===== src/rtl/miner_pkg.sv =====
// miner_pkg: constants and types shared by the miner input path.
//   HDR_WORDS / WORD_W : block header geometry (20 x 32-bit words).
//   asm_state_t        : work assembler state encoding.
//   header_t           : one fully packed block header.
package miner_pkg;

  localparam int HDR_WORDS = 20;
  localparam int WORD_W    = 32;

  typedef enum logic {FILL, PRESENT} asm_state_t;

  typedef logic [HDR_WORDS*WORD_W-1:0] header_t;

endpackage


===== src/rtl/work_assembler_stall_timer.sv =====
// stall_timer: loadable saturating up-counter with terminal-count pulse.
//   clk, rst  : clock, async active-high reset
//   clr       : synchronous clear (highest priority, also suppresses tc)
//   en        : count enable
//   load      : load load_val instead of counting
//   load_val  : value for load
//   tc        : combinational pulse in the cycle the count would reach LIMIT;
//               the counter returns to 0 on that edge. LIMIT=0 disables tc.
module stall_timer #(
  parameter int LIMIT = 1024,
  parameter int WIDTH = 11
) (
  input  logic             clk,
  input  logic             rst,
  input  logic             clr,
  input  logic             en,
  input  logic             load,
  input  logic [WIDTH-1:0] load_val,
  output logic             tc
);

  localparam bit             ENABLED = (LIMIT > 0);
  localparam logic [WIDTH-1:0] TC_VAL = WIDTH'(LIMIT - 1);
  localparam logic [WIDTH-1:0] SAT_VAL = WIDTH'(LIMIT);

  logic [WIDTH-1:0] cnt_q, cnt_d;

  always_comb begin
    tc = ENABLED && en && !clr && !load && (cnt_q == TC_VAL);
  end

  always_comb begin
    cnt_d = cnt_q;
    if (clr || tc) begin
      cnt_d = '0;
    end else if (load) begin
      cnt_d = load_val;
    end else if (en && (cnt_q != SAT_VAL)) begin
      cnt_d = cnt_q + WIDTH'(1);
    end
  end

  always_ff @(posedge clk or posedge rst) begin
    if (rst) begin
      cnt_q <= '0;
    end else begin
      cnt_q <= cnt_d;
    end
  end

endmodule


===== src/rtl/work_assembler.sv =====
// work_assembler: packs consecutive FWFT FIFO words into one wide work unit
// and hands it to the hash core over valid/ready.
//   clk, rst     : clock (FIFO rd_clk), async active-high reset
//   fifo_dout    : FWFT head word, valid while fifo_empty=0
//   fifo_empty   : FIFO empty flag
//   fifo_rd_en   : pop the head word this cycle (combinational)
//   flush        : synchronous discard of partial or presented work
//   work_data    : assembled unit, word k at [k*WORD_WIDTH +: WORD_WIDTH]
//   work_valid   : work_data complete and stable
//   work_ready   : hash core accepts work
//   busy         : partial assembly in progress or work presented
//   timeout_err  : one-cycle pulse when a stalled partial unit is dropped
//   work_count   : accepted work units, wraps silently
//
// state   | meaning
// FILL    | popping words into slot idx
// PRESENT | unit complete, holding work_valid until accepted
module work_assembler
  import miner_pkg::*;
#(
  parameter int WORD_WIDTH     = WORD_W,
  parameter int WORDS_PER_WORK = HDR_WORDS,
  parameter int TIMEOUT_CYCLES = 1024,
  parameter int COUNT_WIDTH    = 16
) (
  input  logic                                 clk,
  input  logic                                 rst,
  input  logic [WORD_WIDTH-1:0]                fifo_dout,
  input  logic                                 fifo_empty,
  output logic                                 fifo_rd_en,
  input  logic                                 flush,
  output logic [WORD_WIDTH*WORDS_PER_WORK-1:0] work_data,
  output logic                                 work_valid,
  input  logic                                 work_ready,
  output logic                                 busy,
  output logic                                 timeout_err,
  output logic [COUNT_WIDTH-1:0]               work_count
);

  localparam int IDX_W = (WORDS_PER_WORK > 1) ? $clog2(WORDS_PER_WORK) : 1;
  localparam int STALL_W = (TIMEOUT_CYCLES > 0) ? $clog2(TIMEOUT_CYCLES + 1) : 1;
  localparam logic [IDX_W-1:0] IDX_LAST = IDX_W'(WORDS_PER_WORK - 1);

  asm_state_t                          state_q, state_d;
  logic [IDX_W-1:0]                    idx_q, idx_d;
  logic [WORD_WIDTH*WORDS_PER_WORK-1:0] data_q, data_d;
  logic                                valid_q, valid_d;
  logic                                terr_q, terr_d;
  logic [COUNT_WIDTH-1:0]              count_q, count_d;

  logic rd_en;
  logic stall_en;
  logic stall_clr;
  logic stall_tc;

  // Gated by rst so the pop strobe drops the instant reset asserts,
  // not just at the next edge.
  always_comb begin
    rd_en = !rst && (state_q == FILL) && !fifo_empty && !flush;
  end

  // The stall timer only runs while a partial unit is waiting on an empty FIFO.
  always_comb begin
    stall_en  = (state_q == FILL) && (idx_q != '0) && fifo_empty;
    stall_clr = flush || rd_en || (state_q != FILL) || (idx_q == '0);
  end

  stall_timer #(
    .LIMIT (TIMEOUT_CYCLES),
    .WIDTH (STALL_W)
  ) u_stall_timer (
    .clk      (clk),
    .rst      (rst),
    .clr      (stall_clr),
    .en       (stall_en),
    .load     (1'b0),
    .load_val ('0),
    .tc       (stall_tc)
  );

  always_comb begin
    state_d = state_q;
    idx_d   = idx_q;
    data_d  = data_q;
    valid_d = valid_q;
    count_d = count_q;
    terr_d  = 1'b0;

    case (state_q)
      FILL: begin
        if (rd_en) begin
          for (int k = 0; k < WORDS_PER_WORK; k++) begin
            if (idx_q == IDX_W'(k)) begin
              data_d[k*WORD_WIDTH +: WORD_WIDTH] = fifo_dout;
            end
          end
          if (idx_q == IDX_LAST) begin
            idx_d   = '0;
            state_d = PRESENT;
            valid_d = 1'b1;
          end else begin
            idx_d = idx_q + IDX_W'(1);
          end
        end else if (stall_tc) begin
          // Stale slots are left in place; the next fill overwrites them.
          idx_d  = '0;
          terr_d = 1'b1;
        end
      end
      PRESENT: begin
        if (valid_q && work_ready) begin
          count_d = count_q + COUNT_WIDTH'(1);
          valid_d = 1'b0;
          state_d = FILL;
        end
      end
      default: state_d = FILL;
    endcase

    // A handshake in the flush cycle still counts (count_d above is kept).
    if (flush) begin
      state_d = FILL;
      idx_d   = '0;
      valid_d = 1'b0;
      terr_d  = 1'b0;
    end
  end

  always_ff @(posedge clk or posedge rst) begin
    if (rst) begin
      state_q <= FILL;
      idx_q   <= '0;
      data_q  <= '0;
      valid_q <= 1'b0;
      terr_q  <= 1'b0;
      count_q <= '0;
    end else begin
      state_q <= state_d;
      idx_q   <= idx_d;
      data_q  <= data_d;
      valid_q <= valid_d;
      terr_q  <= terr_d;
      count_q <= count_d;
    end
  end

  always_comb begin
    fifo_rd_en  = rd_en;
    work_data   = data_q;
    work_valid  = valid_q;
    timeout_err = terr_q;
    work_count  = count_q;
    busy        = (idx_q != '0) || valid_q;
  end

endmodule


===== config.mk =====
export PLATFORM = sky130hd
export DESIGN_NAME = work_assembler
export DESIGN_NICKNAME = d
export VERILOG_FILES = /design/src/rtl/miner_pkg.sv /design/src/rtl/work_assembler_stall_timer.sv /design/src/rtl/work_assembler.sv
export SDC_FILE = /design/constraint.sdc
export NUM_CORES = 1
export LEC_CHECK = 0
export CORE_UTILIZATION = 31
export DETAILED_ROUTE_END_ITERATION = 12
export DONT_BUFFER_PORTS = 1
export GPL_TIMING_DRIVEN = 0
export PLACE_DENSITY_LB_ADDON = 0.05
export SYNTH_ARGS = -nofsm -noshare
export SYNTH_HDL_FRONTEND = slang
export SYNTH_SLANG_ARGS = --single-unit

===== constraint.sdc =====
create_clock -name clk -period 38.3 [get_ports clk]
set_clock_uncertainty 0.15 [all_clocks]
set_input_delay 11.49 -clock clk [delete_from_list [all_inputs] [get_ports clk]]
set_output_delay 11.49 -clock clk [all_outputs]
set_load 0.02 [all_outputs]

==> reports/qor.yml, run 1 <==
run_status:
  status: "finished clean"
grt:
  gr-usage-all-layers_pct: 19.96
  grt_pass1_vias: 14930
  grt_overflow: 0
  grt_pass1_wl_mm: 121.7
  grt_max_degree: 129
  antenna_found_initial: 3
clock_tree:
  clkLatencyLatePin_ns: 0.60
  cts.sinks: 675
  htreeDepth: 3
  post_cts_buffers: 0
  cts_tree: "done"
  clockBufferDepth: 3
  cts_buffers: 79
  cts-resized-gates: 0
  cts_hold_buffers: 0
  path_clk_slew_ns: 0.06
  root_buffer: "clkbuf_16"
timing:
  hold_violations: 0
  final.min_clock_period_ns: 23.90
  drv_slew: 0
  relSlewSlack_pct: 26.92
  period_share_pct: 62.39
  fmax_ghz: 0.04185
  setup_violations: 0
  worstMarginPinSlew_ns: 1.096
  rsz0062_at_grt: "false"
place:
  place.gp.congestion: 0.7862
  dp_hpwl_mm: 63.44
  port_buffers: 0
routing:
  final_antenna_net_count: 0
  drc_errors: 0
  wl_per_cell_um: 30.10
  vias: 13950
  drt-total-wl_mm: 85.39
  dr.pass1.iters: 4
  vias_per_cell: 4.917
  drt-initial-drc-count: 539
die:
  io_pins: 697
  start_util_pct: 31.53
  fp.dieArea_um2: 85210
  rows: 105
  dieWidth_um: 291.9
  die_y_um: 291.9
  core_um2: 82640
synth:
  synth_top_area_share_pct: 64.83
  yosys.cell_count.top_type: "dfrtp_1"
  ys_types: 44
  ys_seq_area_share_pct: 64.83
  synth-seq-cells: 675
  avgSynthCellArea_um2: 16.01
  synth_edf_count: 0
  synthFlopType: "dfrtp_1"
  ys_top_cells_by_area: "dfrtp_1 (65%), mux2_2 (26%), mux2_1 (1.4%), buf_6 (1.2%), clkbuf_1 (0.98%)"
  yosys_warnings: 0
  async_flop_share_pct: 100.0
  synth_area_leader_cell: "dfrtp_1"
  syn_nets: 1672
  netlist_instances: 1627
  synth_common_cells: "dfrtp_1 (675), mux2_2 (608), clkbuf_1 (68), mux2_1 (33), buf_6 (27)"
  netlist_area_um2: 26050
critical_path:
  crit_type: "in2out"
  path_cells: "nor4_4"
  worst_setup_path_end_kind: "output pin"
  cp_num_cells: 1
  slowest_delay_ns: 0.76
  cp_top_family: "simple AND/OR/NAND/NOR gates"
  reg2regPathDepth: 5
  cp_slowest_cell: "nor4_4"
  startpoint_type: "input pin"
  critPathBufInv: 0
  path_max_fanout: 9
  crit_required_ns: 26.66
  arrival_ns: 12.26
job:
  cap_violations: 0
cells_and_area:
  utilization_pct: 36.31
  final_nets: 1758
  synthToLayoutAreaGrowth_pct: 15.18
  layout-drive-gt1-share_pct: 45.98
power_and_ir_drop:
  p_int_mw: 1.183
  leakage_nw: 14.97
  peakVddDrop_mv: 0.03145
  power_mw: 1.571
  power_frac_comb_pct: 3.7
  pwr-share-seq_pct: 50.4
  power-per-cell-area_nw_per_um2: 52.35
  switchingPower_mw: 0.3877
  switching_share_pct: 24.68
  power_frac_clock_pct: 45.9
hold_path:
  hold-path-cell-count: 2
  hold_path.class: "reg2reg"
-- power groups by stage --
stage / Combinational (mW) / Sequential (mW) / Clock, mW
after floorplan: 0.0414 / 0.792 / 0
after CTS: 0.0612 / 0.792 / 0.746
after detailed placement: 0.0612 / 0.804 / 0
after global placement: 0.0575 / 0.806 / 0
final: 0.0587 / 0.791 / 0.721
after global routing: 0.0664 / 0.793 / 0.774
-- cell families (layout without fill, tap and decap cells) --
logic type                 count (synthesis)  in the layout  share of synthesized area (%)
AOI/OAI and AO/OA                         21             21                         0.4995
adders and majority gates                  8              8                         0.3842
buffers and inverters                    153            292                          3.309
and+or+nand+nor                          108            108                          2.565
other                                      0              1                              0
DFF                                      675            675                          64.83
xor gates and xnor gates                  21             21                         0.7060
muxes                                    641            641                          27.70
-- state kept, by name (all words and copies together), names as in the netlist --
signal and cells:
timeout_err 1, u_stall_timer.cnt_q 11, state_q 1, work_data 640, work_count 16, idx_q 5
work_valid 1
-- cell type report --
| type | count | area, µm² |
|---|---|---|
| Timing Repair Buffer | 5 | 137.6 |
| Fill cell | 7897 | 52630 |
| Clock inverter | 16 | 143.9 |
| Clock buffer | 118 | 2323 |
| Tap cell | 1070 | 1339 |
| Antenna cell | 1 | 2.502 |
| Multi-Input combinational cell | 799 | 8300 |
| Sequential cell | 675 | 16890 |
| Inverter | 11 | 48.80 |
| Buffer | 142 | 820.8 |
-- layer usage --
metal  GRT usage, %  wire length [µm]  up-vias
met5              0                 0        -
met4          7.612              2998        0
met3          8.000              7953      129
met2          34.43             43320      522
met1          21.90             31120     7422
li1               -                 -     5876
-- final timing paths --
| kind | from | to | slack (ns) |
|---|---|---|---|
| max | flush | fifo_rd_en | 14.40 |
| min | u_stall_timer.cnt_q[9] | u_stall_timer.cnt_q[9] | 0.43 |
| max reg2reg | state_q | work_data[445] | 35.42 |
| min reg2reg | u_stall_timer.cnt_q[9] | u_stall_timer.cnt_q[9] | 0.43 |
| max in group asynchronous | rst | work_data[236] | 25.56 |
| min in group asynchronous | rst | timeout_err | 10.76 |
-- worst min-delay path, stage by stage, from the launching register on --
cell,delay (ns)
dfrtp_1,0.40
o31ai_1,0.08
a21oi_1,0.06
-- cells in the final DEF (no fill, tap or decap), drive strengths merged, types with 5 or more instances in the layout --
master / n
nor4: 9
nor2: 15
o21ai: 5
buf: 70
clkinv: 10
clkbuf: 195
dfrtp: 675
inv: 14
nand3: 11
xor2: 6
xnor2: 15
ha: 8
and4: 6
a21oi: 8
mux2: 641
nor3: 5
nand2: 15
and3: 14
nand4: 10
-- per-stage QoR --
stage	setup TNS (ns)	hold slack, ns	cells	cell area, µm²	worst slack, ns
global placement	-110.53	0.4183	2697	27390	-0.2467
detailed placement	0	0.4245	2702	27540	14.42
floorplan	0	0.3821	1627	26050	7.739
global route	0	0.4705	2836	30010	14.35
CTS	0	0.4324	2836	30010	14.42
finish	0	0.4303	2837	30010	14.40
No activity file was read; power rests on OpenSTA's default activity.
==> run 2, diff against run 1 <==
==> constraint.sdc (replaced) <==
create_clock -name clk -period 21.7 [get_ports clk]
set_clock_uncertainty 0.15 [all_clocks]
set_input_delay 6.51 -clock clk [delete_from_list [all_inputs] [get_ports clk]]
set_output_delay 6.51 -clock clk [all_outputs]
set_load 0.02 [all_outputs]
==> run 2 against run 1 <==
  * Global-route usage is 0.29 points higher
  * Sequential power rose by 76%
  * Clock-buffer cell count down 6
  * First-iteration DRC count is 23% lower
  * Critical endpoint unchanged
  * Critical path type unchanged
  * Register-to-register slack worse by 17 ns
  * Setup slack lost 6.6 ns
==> reports/qor.yml, run 2 (synthesis results as in run 1) <==
timing:
  rsz0062_at_grt: "false"
  relSlewSlack_pct: 24.50
  period_share_pct: 64.02
  drv_slew: 0
  worstMarginPinSlew_ns: 1.132
  setup_violations: 0
  tns_ns: 0
  hold_violations: 0
  final.min_clock_period_ns: 13.89
  fmax_ghz: 0.07199
routing:
  vias_per_cell: 4.890
  dr.pass1.iters: 4
  wl_per_cell_um: 30.11
  drt-initial-drc-count: 413
  vias: 13980
  final_antenna_net_count: 0
  drt-total-wl_mm: 86.10
  drc_errors: 0
power_and_ir_drop:
  leakage_nw: 15.27
  peakVddDrop_mv: 0.05386
  power-per-cell-area_nw_per_um2: 95.55
  power_mw: 2.928
die:
  core_um2: 82640
  fp.dieArea_um2: 85210
  die_y_um: 291.9
  start_util_pct: 31.53
  dieWidth_um: 291.9
  io_pins: 697
  rows: 105
grt:
  grt_use_met2_pct: 35.95
  grt_util_met3_pct: 8.243
  grt_max_degree: 42
  gr-usage-all-layers_pct: 20.25
  grt_pass1_wl_mm: 123.2
  grt_pass1_vias: 15010
  antenna_found_initial: 2
  top_usage_layer: "met2"
  grt_overflow: 0
  grt_use_met1_pct: 22.00
critical_path:
  crit_type: "in2out"
  slowest_delay_ns: 0.72
  cp_slowest_cell: "nor4_4"
  crit_required_ns: 15.04
  cp_top_family: "simple AND/OR/NAND/NOR gates"
  startpoint_type: "input pin"
  critPathBufInv: 0
  worst_setup_path_end_kind: "output pin"
  path_max_fanout: 9
  path_cells: "nor4_4"
  arrival_ns: 7.23
clock_tree:
  cts-resized-gates: 0
  htreeDepth: 3
  cts.sinks: 675
  clkLatencyLatePin_ns: 0.61
  path_clk_slew_ns: 0.06
  cts_tree: "done"
  clockBufferDepth: 3
  root_buffer: "clkbuf_16"
  cts_hold_buffers: 0
  post_cts_buffers: 0
  cts_buffers: 80
cells_and_area:
  final_cell_mix: "dfrtp_1 (675), mux2_2 (608), clkbuf_1 (82), clkbuf_16 (82), mux2_1 (33)"
  antenna_cells: 0
  largest_reg_flops: 640
  final_nets: 1774
  synthToLayoutAreaGrowth_pct: 17.61
  layout-drive-gt1-share_pct: 46.95
  layout_commonest_cell: "dfrtp_1"
job:
  cap_violations: 0
run_status:
  status: "finished clean"
place:
  port_buffers: 0
  place.gp.congestion: 0.7845
  dp_hpwl_mm: 65.28
hold_path:
  hold_path.class: "reg2reg"
-- run 2: changes by cell type in the layout (fill, tap and decap cells not counted), sizes merged --
cell      before  now
buf           70   85
clkinv        10   16
diode          1    0
bufinv         1   10
clkbuf       195  189
clkinvlp       2    3
inv           14   12
-- run 2: final cells by class --
class	count	area (µm²)
Sequential cell	675	16890
Inverter	11	45.04
Tap cell	1070	1339
Timing Repair Buffer	20	407.9
Clock inverter	30	513.0
Clock buffer	112	2325
Multi-Input combinational cell	799	8300
Buffer	142	820.8
Fill cell	7886	51990
-- run 2: power by group --
group          switching, mW  total (mW)  leakage, nW  internal [mW]
logic                 0.0671       0.110         4.57         0.0433
clock network          0.551        1.42         1.39          0.873
registers             0.0936        1.39         9.31           1.30
total                  0.711        2.93         15.3           2.22
-- run 2: metrics by stage --
step | utilization [%] | hold WS (ns) | cell area [µm²] | instances | worst slack (ns)
final | 37.08 | 0.4268 | 30640 | 2859 | 7.808
after global routing | 37.08 | 0.4569 | 30640 | 2859 | 7.726
after CTS | 37.08 | 0.4269 | 30640 | 2859 | 7.789
after detailed placement | 33.65 | 0.4196 | 27800 | 2717 | 7.790
after global placement | 33.15 | 0.4191 | 27400 | 2697 | 1.784
after floorplan | - | 0.3821 | 26060 | 1627 | 5.808
-- run 2: path summary, 6_finish.rpt --
check / endpoint / cells after the start / startpoint / slack, ns
min in group asynchronous: timeout_err / 1 / rst / 5.62
worst min register to register: u_stall_timer.cnt_q[10] / 1 / u_stall_timer.cnt_q[10] / 0.43
worst min-delay path: u_stall_timer.cnt_q[10] / 1 / u_stall_timer.cnt_q[10] / 0.43
max in group asynchronous: work_data[211] / 7 / rst / 14.02
worst max register to register: work_data[429] / 5 / state_q / 18.91
worst max-delay path: fifo_rd_en / 1 / flush / 7.81
-- run 2: metal layers --
metal,up-vias,part of all wire [%]
met5,-,0
met4,0,2.3
met3,97,9.9
met2,500,52
met1,7479,36
li1,5904,-
==> run 3, diff against run 2 <==
==> constraint.sdc (replaced) <==
create_clock -name clk -period 11.5 [get_ports clk]
set_clock_uncertainty 0.15 [all_clocks]
set_input_delay 3.45 -clock clk [delete_from_list [all_inputs] [get_ports clk]]
set_output_delay 3.45 -clock clk [all_outputs]
set_load 0.02 [all_outputs]
==> results of run 3 <==
Same layout as run 2 (identical final DEF). Status: finished clean.
Main changes from that run: setup slack after placement 7.790 ns -> 3.710 ns; setup slack after layout 7.808 ns -> 3.728 ns; register-to-register setup slack 18.91 ns -> 8.71 ns; total power 2.928 mW -> 5.525 mW; worst IR drop on VDD 0.05386 mV -> 0.1016 mV
